===== config.mk =====
export PLATFORM = sky130hd
export DESIGN_NAME = note_stepper
export DESIGN_NICKNAME = d
export VERILOG_FILES = /design/src/rtl/note_stepper.sv
export SDC_FILE = /design/constraint.sdc
export NUM_CORES = 1
export LEC_CHECK = 0
export ABC_AREA = 1
export CORE_UTILIZATION = 59
export CTS_CLUSTER_SIZE = 30
export DETAILED_ROUTE_END_ITERATION = 8
export GPL_ROUTABILITY_DRIVEN = 0
export PLACE_DENSITY = 0.87
export RECOVER_POWER = 25
export SLEW_MARGIN = 25
export SYNTH_ARGS = -nofsm -noshare
export SYNTH_HDL_FRONTEND = slang
export SYNTH_SLANG_ARGS = --single-unit

===== constraint.sdc =====
create_clock -name clk -period 3 [get_ports clk]
set_input_delay 0.75 -clock clk [delete_from_list [all_inputs] [get_ports clk]]
set_output_delay 0.75 -clock clk [all_outputs]
set_load 0.02 [all_outputs]

===== src/rtl/note_stepper.sv =====
// Per-voice phase generator: fetches the step size for a note from the step ROM, accumulates phase per sample
// request and counts beats down to the end of the note. Optional OCTAVE_UP_EN doubles the captured step.
module note_stepper #(
  parameter int DUR_W  = 6,
  parameter int STEP_W = 20,
  parameter int ADDR_W = 10
) (
  input  logic              clk,
  input  logic              reset_n,
  input  logic              play_enable,
  input  logic              load_new_note,
  input  logic [5:0]        note,
  input  logic [DUR_W-1:0]  duration,
`ifdef OCTAVE_UP_EN
  input  logic              octave_up,
`endif
  input  logic              beat,
  input  logic              generate_next_sample,
  output logic [5:0]        rom_addr,
  input  logic [STEP_W-1:0] step_size,
  output logic [ADDR_W-1:0] sample_addr,
  output logic              sample_addr_valid,
  output logic              done_with_note,
  output logic              busy
);

  typedef enum logic [1:0] {IDLE, FETCH, WAIT, RUN} state_t;

  state_t              state_q;
  logic [5:0]          rom_addr_q;
  logic [DUR_W-1:0]    remaining_q;
  logic [STEP_W-1:0]   step_q;
  logic [STEP_W-1:0]   phase_q;
  logic [ADDR_W-1:0]   sample_addr_q;
  logic                valid_q;
  logic                done_q;
  logic [STEP_W-1:0]   phase_d;
  logic [STEP_W-1:0]   step_d;

  // Accumulator wraps naturally at 2^STEP_W.
  assign phase_d = phase_q + step_q;

`ifdef OCTAVE_UP_EN
  logic oct_q;
  assign step_d = oct_q ? {step_size[STEP_W-2:0], 1'b0} : step_size;
`else
  assign step_d = step_size;
`endif

  always_ff @(posedge clk or negedge reset_n) begin
    if (!reset_n) begin
      state_q       <= IDLE;
      rom_addr_q    <= '0;
      remaining_q   <= '0;
      step_q        <= '0;
      phase_q       <= '0;
      sample_addr_q <= '0;
      valid_q       <= 1'b0;
      done_q        <= 1'b0;
`ifdef OCTAVE_UP_EN
      oct_q         <= 1'b0;
`endif
    end else begin
      valid_q <= 1'b0;
      done_q  <= 1'b0;
      // A new load overrides whatever the current note was doing, silently.
      if (load_new_note) begin
        rom_addr_q  <= note;
        remaining_q <= duration;
        state_q     <= FETCH;
`ifdef OCTAVE_UP_EN
        oct_q       <= octave_up;
`endif
      end else begin
        case (state_q)
          FETCH: state_q <= WAIT;
          WAIT: begin
            step_q  <= step_d;
            phase_q <= '0;
            if (remaining_q == '0) begin
              done_q  <= 1'b1;
              state_q <= IDLE;
            end else begin
              state_q <= RUN;
            end
          end
          RUN: begin
            if (play_enable) begin
              if (generate_next_sample) begin
                phase_q       <= phase_d;
                sample_addr_q <= phase_d[STEP_W-1 -: ADDR_W];
                valid_q       <= 1'b1;
              end
              if (beat) begin
                remaining_q <= remaining_q - DUR_W'(1);
                if (remaining_q == DUR_W'(1)) begin
                  done_q  <= 1'b1;
                  state_q <= IDLE;
                end
              end
            end
          end
          default: state_q <= IDLE;
        endcase
      end
    end
  end

  assign rom_addr          = rom_addr_q;
  assign sample_addr       = sample_addr_q;
  assign sample_addr_valid = valid_q;
  assign done_with_note    = done_q;
  assign busy              = (state_q != IDLE);

endmodule


==> impl_metrics.ini <==
[outcome]
status = finished, violations left
violations = capacitance limit, slew limit

[floorplan]
rows = 29
ios = 57
core-area_sq_mm = 0.00635
die-area_sq_mm = 0.00687
initial_core_util_pct = 60.8
dieHeight_um = 82.9
fp.dieW_um = 82.9

[detailed_routing]
viasPerCell = 5.35
antenna_left = 0
wl_per_cell_um = 13.1
drc = 0
first_iter_violations = 185
wirelength_um = 8740
drtPass1Iterations = 5
dr_total_vias = 3576

[grt]
gr-usage-met1_pct = 35.5
grt_pass1_wl_um = 15400
met3_usage_pct = 4.87
antenna_found_initial = 0
grtUsageTotal_pct = 27.5
grt_pass1_vias = 3529
grt_max_degree = 35
grt-busiest-layer = met2
use_met2_pct = 45.9
overflow = 0

[logic_synthesis]
synth_most_common_cell = nand2_1
syn_area_per_cell_sq_um = 7.35
synthCells = 525
synth_ff_type = dfrtp_1
yosys.area.top_type_share_pct = 42.8
netlist_area_sq_mm = 0.00386
yosys.area.top_type = dfrtp_1
synth-edff-count = 0
synth_fp_nets = 589
synth.area.top_cells = dfrtp_1 (43%), nand2_1 (23%), ha_1 (8.1%)
yosysWarnings = 0
async_flop_share_pct = 100
synthTopCellsByCount = nand2_1 (240), dfrtp_1 (66), inv_1 (44)
ys_seq_area_share_pct = 42.8
synthDistinctLibCells = 29
ys_ff_latch = 66

[pwr]
vdd_ir_drop_max_mv = 0.502
p_per_area_mw_per_mm2 = 747
power.static_leakage_uw = 0.00253
p_total_uw = 3490

[setup_path]
endpoint_kind = output pin
reg2reg_slack_ns = 1.00
startpoint = state_q[0]
crit_end = busy
r2r_start = step_q[0]
cp-start-kind = register
arrival_ns = 1.71
r2r_end = sample_addr[6]
cp_max_fo = 3
critical_path_class = register to output pin
critPathRequiredTime_ns = 2.25
reg2reg_depth = 13

[job]
drv_cap = 1

[clocking]
cts-root-buf = clkbuf_8
clock_path_buffers = 2
cts_tree = yes
insertion_delay_ns = 0.35
cts_resized = 0
cts-buffers-inserted = 9
clkSlewWorstSetupHoldPaths_ns = 0.08
holdBufCountCts = 0
cts_max_level = 3
cts_setup_buffers = 0
cts_num_sinks = 66

[cells_and_area]
area_growth_pct = 21.3
drive_gt1_share_pct = 6.09
fillerInstances = 459
diodes = 0
finalNetCount = 650
seqCellArea_sq_mm = 0.00165
multi_input_comb_area_sq_mm = 0.00196

[timing]
drv_slew = 34
hold_viol = 0
period_minus_slack_ns = 2.46
tightest_slew_ns = 1.83
finalCritPeriodShare_pct = 81.8
slew_headroom_pct = -21.7
fin_setup_tns_ns = 0
clock_skew_ns = 0.00883
setup_viol = 0
fmax_mhz = 407
rsz0062_at_grt = false

[place]
hpwl_um = 6490
io_buffers = 56

[hold_path]
min_path_type = register to register
[state kept, by name, indices dropped and copies added, names as in the netlist]
| register | cells |
|---|---|
| remaining_q | 6 |
| sample_addr_valid | 1 |
| state_q | 2 |
| sample_addr | 10 |
| step_q | 20 |
| done_with_note | 1 |
| phase_q | 20 |
| rom_addr | 6 |
[metal layers]
metal | up-vias | wire, um
li1 | 1785 | -
met1 | 1652 | 3940
met2 | 120 | 4140
met3 | 19 | 499
met4 | 0 | 161
met5 | - | 0
[critical path, cell delays in order (launching register included)]
cell             delay (ns)
dfrtp_1                0.39
inv_1                  0.10
ha_1                   0.21
inv_1                  0.06
clkdlybuf4s50_1        0.60
[cell families (layout without fill, tap and decap cells)]
family                   after synthesis  count (layout)  synth area share, %
AND/OR/NAND/NOR                      313             313                 33.0
flip-flops                            66              66                 42.8
buffers and inverters                 62             128                 6.35
AO/OA/AOI/OAI                         54              54                 8.30
adder cells (fa/ha/maj)               26              26                 8.62
XOR/XNOR                               4               4                0.908
[layout by cell type, fill, tap and decap left out, drive strengths merged, types with 3 or more instances in the layout]
master | netlist | final
nand2 | 240 | 240
nand3 | 30 | 30
inv | 52 | 54
clkdlybuf4s50 | 0 | 55
ha | 25 | 25
and2 | 3 | 3
nor2 | 31 | 31
clkinv | 0 | 3
dfrtp | 66 | 66
buf | 4 | 4
a21oi | 21 | 21
nand3b | 5 | 5
clkbuf | 6 | 10
o21ai | 21 | 21
o211ai | 6 | 6
[layout make-up]
cell class / count / share of cell area (%)
multi-input cells: 397 / 41.9
inverters: 52 / 4.17
repair buffers: 60 / 12.8
well taps: 77 / 2.06
clock buffers: 9 / 2.65
clock inverters: 7 / 1.15
flip-flops and latches: 66 / 35.3
[metrics by stage]
step	hold slack, ns	cells	setup WS (ns)	utilization (%)	area [sq um]
after floorplan	0.448	525	1.31	-	3860
after global placement	0.461	652	0.715	70.9	4500
after detailed placement	0.464	652	0.613	70.9	4500
after CTS	0.483	668	0.542	73.7	4680
after global routing	0.501	668	0.488	73.7	4680
final	0.480	668	0.545	73.7	4680
[power by group]
| group | switching [uW] | internal, uW |
|---|---|---|
| clock | 374 | 306 |
| sequential | 193 | 1160 |
| combinational | 871 | 586 |
| total | 1440 | 2060 |
[worst min path at each step]
| stage | startpoint | to | depth (start not counted) |
|---|---|---|---|
| after global routing | rom_addr[3] | rom_addr[3] | 2 |
| final | sample_addr[2] | sample_addr[2] | 2 |
| after detailed placement | rom_addr[3] | rom_addr[3] | 2 |
| after CTS | rom_addr[3] | rom_addr[3] | 2 |
| after floorplan | reset_n | done_with_note | 0 |
| after global placement | rom_addr[4] | rom_addr[4] | 2 |
Note: power is estimated with default switching activity, not from simulation.
